--- src/rtl/quad_step_decoder_if.sv ---
// Signal bundle between the rotary-encoder front end and its consumer.
// The master side drives the raw phases and clear; the slave side (decoder) drives status.
interface quad_step_decoder_if #(
    parameter int CNT_WIDTH = 8
) ();
    logic                 encoder_a;
    logic                 encoder_b;
    logic                 clear;
    logic                 ready;
    logic                 step;
    logic                 dir;
    logic [CNT_WIDTH-1:0] position;
    logic                 err;

    modport master (
        output encoder_a, encoder_b, clear,
        input  ready, step, dir, position, err
    );

    modport slave (
        input  encoder_a, encoder_b, clear,
        output ready, step, dir, position, err
    );
endinterface

--- src/rtl/quad_step_decoder.sv ---
// Rotary encoder front end: synchronises and debounces both phases, then decodes
// Gray-code transitions into detent steps, a direction flag and a wrapping position.
module quad_step_decoder #(
    parameter int SYNC_STAGES      = 2,
    parameter int DEBOUNCE_CYCLES  = 1000,
    parameter int STEPS_PER_DETENT = 4,
    parameter int CNT_WIDTH        = 8
) (
    input logic                clk,
    input logic                rst,
    quad_step_decoder_if.slave bus
);

    localparam int INIT_CYCLES = SYNC_STAGES + DEBOUNCE_CYCLES;
    localparam int INIT_W      = $clog2(INIT_CYCLES + 1);
    localparam int DEB_W       = $clog2(DEBOUNCE_CYCLES + 1);
    localparam int SUB_W       = $clog2(STEPS_PER_DETENT) + 2;

    localparam logic signed [SUB_W-1:0] SUB_MAX = SUB_W'(STEPS_PER_DETENT);
    localparam logic signed [SUB_W-1:0] SUB_MIN = -SUB_MAX;

    typedef enum logic {ST_INIT, ST_RUN} state_t;
    typedef enum logic [1:0] {MV_NONE, MV_FWD, MV_BACK, MV_ILLEGAL} move_t;

    state_t                  state, state_next;
    logic [INIT_W-1:0]       init_cnt, init_cnt_next;
    logic [SYNC_STAGES-1:0]  sync_a, sync_b;
    logic [1:0]              ab_sync;
    logic [1:0]              filt, filt_next;
    logic [1:0]              filt_prev, filt_prev_next;
    logic [DEB_W-1:0]        deb_cnt [2];
    logic [DEB_W-1:0]        deb_cnt_next [2];
    logic signed [SUB_W-1:0] sub_cnt, sub_cnt_next;
    logic signed [SUB_W-1:0] sub_delta, sub_sum;
    logic [CNT_WIDTH-1:0]    position, position_next;
    logic                    dir, dir_next;
    logic                    err, err_next;
    logic                    step, step_next;
    logic                    ready, ready_next;
    move_t                   move;

    // AB is {A, B}; the forward sequence is 00 -> 01 -> 11 -> 10 -> 00.
    function automatic move_t decode_move(input logic [1:0] prev, input logic [1:0] cur);
        case ({prev, cur})
            4'b0001, 4'b0111, 4'b1110, 4'b1000: decode_move = MV_FWD;
            4'b0010, 4'b1011, 4'b1101, 4'b0100: decode_move = MV_BACK;
            4'b0011, 4'b1100, 4'b0110, 4'b1001: decode_move = MV_ILLEGAL;
            default:                            decode_move = MV_NONE;
        endcase
    endfunction

    always_ff @(posedge clk or negedge rst) begin
        if (!rst) begin
            sync_a <= '0;
            sync_b <= '0;
        end else begin
            sync_a <= {sync_a[SYNC_STAGES-2:0], bus.encoder_a};
            sync_b <= {sync_b[SYNC_STAGES-2:0], bus.encoder_b};
        end
    end

    assign ab_sync = {sync_a[SYNC_STAGES-1], sync_b[SYNC_STAGES-1]};
    assign move    = decode_move(filt_prev, filt);

    always_comb begin
        state_next      = state;
        init_cnt_next   = init_cnt;
        filt_next       = filt;
        filt_prev_next  = filt;
        deb_cnt_next[0] = deb_cnt[0];
        deb_cnt_next[1] = deb_cnt[1];
        sub_cnt_next    = sub_cnt;
        position_next   = position;
        dir_next        = dir;
        err_next        = err;
        step_next       = 1'b0;
        ready_next      = ready;
        sub_delta       = '0;
        sub_sum         = sub_cnt;

        case (state)
            ST_INIT: begin
                // Adopt whatever the encoder is resting on so start-up never decodes a move.
                if (init_cnt == INIT_W'(INIT_CYCLES - 1)) begin
                    state_next     = ST_RUN;
                    ready_next     = 1'b1;
                    filt_next      = ab_sync;
                    filt_prev_next = ab_sync;
                end else begin
                    init_cnt_next = init_cnt + INIT_W'(1);
                end
            end

            ST_RUN: begin
                for (int i = 0; i < 2; i++) begin
                    if (ab_sync[i] == filt[i]) begin
                        deb_cnt_next[i] = '0;
                    end else if (deb_cnt[i] == DEB_W'(DEBOUNCE_CYCLES - 1)) begin
                        filt_next[i]    = ab_sync[i];
                        deb_cnt_next[i] = '0;
                    end else begin
                        deb_cnt_next[i] = deb_cnt[i] + DEB_W'(1);
                    end
                end

                sub_delta = (move == MV_BACK) ? '1 : SUB_W'(1);
                sub_sum   = sub_cnt + sub_delta;

                if (move == MV_ILLEGAL) begin
                    err_next     = 1'b1;
                    sub_cnt_next = '0;
                end else if (move != MV_NONE) begin
                    if (sub_sum == SUB_MAX) begin
                        step_next     = 1'b1;
                        dir_next      = 1'b1;
                        position_next = position + CNT_WIDTH'(1);
                        sub_cnt_next  = '0;
                    end else if (sub_sum == SUB_MIN) begin
                        step_next     = 1'b1;
                        dir_next      = 1'b0;
                        position_next = position - CNT_WIDTH'(1);
                        sub_cnt_next  = '0;
                    end else begin
                        sub_cnt_next = sub_sum;
                    end
                end

                // Clear overrides anything decoded this cycle, including a completing step.
                if (bus.clear) begin
                    position_next = '0;
                    err_next      = 1'b0;
                    sub_cnt_next  = '0;
                    step_next     = 1'b0;
                    dir_next      = dir;
                end
            end

            default: state_next = ST_INIT;
        endcase
    end

    always_ff @(posedge clk or negedge rst) begin
        if (!rst) begin
            state      <= ST_INIT;
            init_cnt   <= '0;
            filt       <= '0;
            filt_prev  <= '0;
            deb_cnt[0] <= '0;
            deb_cnt[1] <= '0;
            sub_cnt    <= '0;
            position   <= '0;
            dir        <= 1'b0;
            err        <= 1'b0;
            step       <= 1'b0;
            ready      <= 1'b0;
        end else begin
            state      <= state_next;
            init_cnt   <= init_cnt_next;
            filt       <= filt_next;
            filt_prev  <= filt_prev_next;
            deb_cnt[0] <= deb_cnt_next[0];
            deb_cnt[1] <= deb_cnt_next[1];
            sub_cnt    <= sub_cnt_next;
            position   <= position_next;
            dir        <= dir_next;
            err        <= err_next;
            step       <= step_next;
            ready      <= ready_next;
        end
    end

    assign bus.ready    = ready;
    assign bus.step     = step;
    assign bus.dir      = dir;
    assign bus.position = position;
    assign bus.err      = err;

endmodule

--- src/flat_wrapper.sv ---
// flat-port wrapper written by rule: the top's interface ports become plain ports
module quad_step_decoder_flat 
#(
    parameter int SYNC_STAGES      = 2,
    parameter int DEBOUNCE_CYCLES  = 1000,
    parameter int STEPS_PER_DETENT = 4,
    parameter int CNT_WIDTH        = 8
)
  (clk, rst, bus_encoder_a, bus_encoder_b, bus_clear, bus_ready, bus_step, bus_dir, bus_position, bus_err);
  quad_step_decoder_if #(.CNT_WIDTH(CNT_WIDTH)) bus_i ();
  input logic clk;
  input logic rst;
  input wire logic [$bits(bus_i.encoder_a)-1:0] bus_encoder_a;
  input wire logic [$bits(bus_i.encoder_b)-1:0] bus_encoder_b;
  input wire logic [$bits(bus_i.clear)-1:0] bus_clear;
  output wire logic [$bits(bus_i.ready)-1:0] bus_ready;
  output wire logic [$bits(bus_i.step)-1:0] bus_step;
  output wire logic [$bits(bus_i.dir)-1:0] bus_dir;
  output wire logic [$bits(bus_i.position)-1:0] bus_position;
  output wire logic [$bits(bus_i.err)-1:0] bus_err;
  assign bus_i.encoder_a = bus_encoder_a;
  assign bus_i.encoder_b = bus_encoder_b;
  assign bus_i.clear = bus_clear;
  assign bus_ready = bus_i.ready;
  assign bus_step = bus_i.step;
  assign bus_dir = bus_i.dir;
  assign bus_position = bus_i.position;
  assign bus_err = bus_i.err;
  quad_step_decoder #(.SYNC_STAGES(SYNC_STAGES), .DEBOUNCE_CYCLES(DEBOUNCE_CYCLES), .STEPS_PER_DETENT(STEPS_PER_DETENT), .CNT_WIDTH(CNT_WIDTH)) u_core (.clk(clk), .rst(rst), .bus(bus_i));
endmodule
--- config.mk ---
export PLATFORM = sky130hd
export DESIGN_NAME = quad_step_decoder_flat
export DESIGN_NICKNAME = d
export VERILOG_FILES = /design/src/rtl/quad_step_decoder_if.sv /design/src/rtl/quad_step_decoder.sv /design/src/flat_wrapper.sv
export SDC_FILE = /design/constraint.sdc
export NUM_CORES = 1
export LEC_CHECK = 0
export BUFFER_PORTS_ARGS = -buffer_cell sky130_fd_sc_hd__buf_2
export CORE_UTILIZATION = 25
export DETAILED_ROUTE_END_ITERATION = 6
export HOLD_SLACK_MARGIN = 0.15
export PLACE_DENSITY_LB_ADDON = 0.12
export SKIP_CTS_REPAIR_TIMING = 1
export SLEW_MARGIN = 20
export SYNTH_ARGS = -nofsm -noshare
export SYNTH_HDL_FRONTEND = slang
export SYNTH_SLANG_ARGS = --single-unit
--- constraint.sdc ---
create_clock -name clk -period 5.4 [get_ports clk]
set_clock_uncertainty 0.15 [all_clocks]
set_input_delay 0.27 -clock clk [delete_from_list [all_inputs] [get_ports clk]]
set_output_delay 0.27 -clock clk [all_outputs]
set_load 0.1 [all_outputs]
==> metrics.cfg <==
[synthesis]
ys_ff_latch = 55
yosys.cell_types.count = 40
synthesis.area_um2 = 2850
netlist_instances = 284
syn_nets = 302
synth_warnings = 0
yosysSeqAreaShare_pct = 48.3
syn_avg_cell_area_um2 = 10.0

[critical_path]
worst_path_largest_cell_delay_ps = 500
slowest_stage = mux2i_2
crit_fanout = 8
worstPathRequired_ps = 5430
critPathLaunchType = flip-flop
end_kind = flip-flop
critical_path_class = reg -> reg
arrival_ps = 3860
path_cells = xnor2_1 -> or2_4 -> inv_1 -> ha_1 -> o21ai_0 -> a211oi_2 -> a21oi_2 -> mux2i_2 -> ha_1 -> nor2b_1 -> o21ai_0 -> nand2b_1 -> a21o_1 -> a21oi_1 -> xnor2_1 -> a22o_1

[timing]
rsz0062_at_grt = false
fin_ws_ps = 1580
maxSlewHeadroom_pct = 47.6
worst_slew_pin_slew_ps = 779
setup_tns_ps = 0
slew_violations = 0
final.period_utilization_pct = 70.8
finalCriticalPeriod_ps = 3820
setup_violations = 0
hold_viol = 0
fmax_mhz = 262

[global_routing]
gr-total-overflow = 0
antenna_found_initial = 0
grt_pass1_vias = 1994
grt.total_usage_pct = 10.4
grt_pass1_wl_mm = 9.72
grt_max_degree = 56

[placement]
pre_cts_slack_ps = 1540
gp_congestion = 0.692
portBuffers = 16
hpwlAfterDp_mm = 3.73

[drt]
routed_wl_mm = 5.44
post_drt_wl_per_cell_um = 12.1
drc = 0
via_count = 2009
postRouteAntennaNets = 0
drt_iter0_drc = 97
via_per_inst = 4.47
drt_pre_antenna_iters = 4

[clock_network]
clock_path_buffers = 2
cts_tree = yes
clk_latency_ps = 290
cts.sinks = 55
htree_levels = 2
path_clk_slew_ps = 80
root_buffer = clkbuf_16
cts-buffers-inserted = 5

[floorplanning]
fp-row-count = 38
chipHeight_um = 109
core_um2 = 11000
start_util_pct = 25.9
ios = 17
fp.dieW_um = 109
fp.dieArea_um2 = 11800

[pwr]
peakVddDrop_mv = 0.127
p_leak_nw = 1.51
power.density_nw_per_um2 = 230

[final_layout]
syn2layout_area_growth_pct = 15.5
fill_cells = 1147
diodes = 0
post_route_cells_drive_above_1_share_pct = 12.6
fin_nets = 326

[worst_hold_path]
hold_path_class = reg -> reg

[run]
cap_violations = 0

[status]
status = complete, no violations

layout make-up:
type | instances | area [µm²] | area share [%]
tap | 140 | 175 | 5.33
clock buffer | 5 | 125 | 3.80
sequential | 55 | 1380 | 41.8
clock inverter | 3 | 25.0 | 0.761
inverter | 20 | 75.1 | 2.28
timing repair buffer | 22 | 135 | 4.11
multi-input combinational | 204 | 1380 | 41.9
placed cells by master, fill, tap and decap left out, drive strengths merged, types with 12 or more instances in the layout:
master	n
nor2	15
nand2	28
ha	12
o21ai	24
xnor2	16
buf	18
xor2	12
inv	20
dfrtp	55
stage by stage:
stage,cells,utilization [%],total power [mW],cell area [µm²],hold slack [ps]
after floorplan,284,-,0.423,2850,-176
after global routing,449,29.9,0.790,3290,224
after global placement,437,28.2,0.435,3100,200
after CTS,445,29.6,0.774,3250,-79.1
after detailed placement,437,28.2,0.435,3100,190
final,449,29.9,0.758,3290,204
cells by family (layout without fill, tap and decap cells):
group,count (synthesis),count (layout),share of synthesized area (%)
AO/OA/AOI/OAI,61,61,13.5
XOR/XNOR,28,28,8.61
adder cells (fa/ha/maj),13,13,5.98
buffers and inverters,25,50,3.30
flip-flops,55,55,48.3
multiplexers,8,8,3.16
AND/OR/NAND/NOR,94,94,17.1
final timing paths:
path	startpoint	endpoint	slack, ps	cells after the start
setup / recovery	u_core.filt[1]	u_core.bus.position[6]	1580	16
setup reg to reg	u_core.filt[1]	u_core.bus.position[6]	1580	16
hold reg to reg	u_core.sync_a[0]	u_core.sync_a[1]	200	0
min in group asynchronous	rst	u_core.bus.position[6]	500	3
hold / removal	u_core.sync_a[0]	u_core.sync_a[1]	200	0
max in group asynchronous	rst	u_core.sub_cnt[2]	4120	3
per-layer routing:
metal  global-route usage, %  wire [µm]
met1                    14.6       2860
met2                    16.0       2370
met3                    2.21        148
met4                    2.90         60
met5                       0          0
where the power goes:
group | internal [mW] | switching, mW
logic | 0.00398 | 0.0102
registers | 0.413 | 0.000856
clock network | 0.174 | 0.156
critical path, delay by kind of cell (launching register included):
kind,cells,cell delay (ps)
adder cells (fa/ha/maj),2,700
buffers and inverters,1,50
multiplexers,1,500
XOR/XNOR,2,350
flip-flops,1,450
AO/OA/AOI/OAI,7,1100
AND/OR/NAND/NOR,3,420
synthesized netlist by cell type:
cell      number  area [µm²]
mux2_2         5        56.3
ha_1          12         150
nor2_4         1        11.3
a21o_1         4        30.0
or2_2          1        6.26
a22o_1         5        43.8
xor2_1        12         105
mux2i_2        1        13.8
or3_1          1        6.26
o41ai_1        2        17.5
a31oi_1        2        12.5
fa_1           1        20.0
nand4b_1       2        17.5
o21ai_0       24         120
or2_4          1        8.76
nand3_1       10        50.1
o21bai_2       1        11.3
and2b_1        1        7.51
nand3b_1       2        15.0
nor3_1         3        15.0
nand2b_1       6        37.5
a21oi_1        9        45.0
nand2_1       28         105
or2b_2         1        8.76
nor2_1        14        52.6
inv_1         20        75.1
and3_1         8        50.1
mux2i_1        2        20.0
and2_1         2        12.5
xnor2_1       16         140
clkbuf_1       5        18.8
a211oi_2       1        12.5
nand4_1        9        56.3
o22ai_1        6        37.5
a21oi_2        1        8.76
dfrtp_1       55        1380
or4_1          1        7.51
o31ai_1        6        45.0
nor2b_1        2        12.5
nor3b_1        1        7.51
flip-flops by register name (all words and copies together), names as in the netlist:
register and count:
u_core.state 1, u_core.sub_cnt 4, u_core.filt 2, u_core.init_cnt 10, u_core.bus.err 1, u_core.bus.dir 1, u_core.bus.step 1, u_core.sync_b 2
u_core.bus.position 8, u_core.filt_prev 2, u_core.sync_a 2, u_core.bus.ready 1, u_core.deb_cnt 20
No activity file was read; power rests on OpenSTA's default activity.
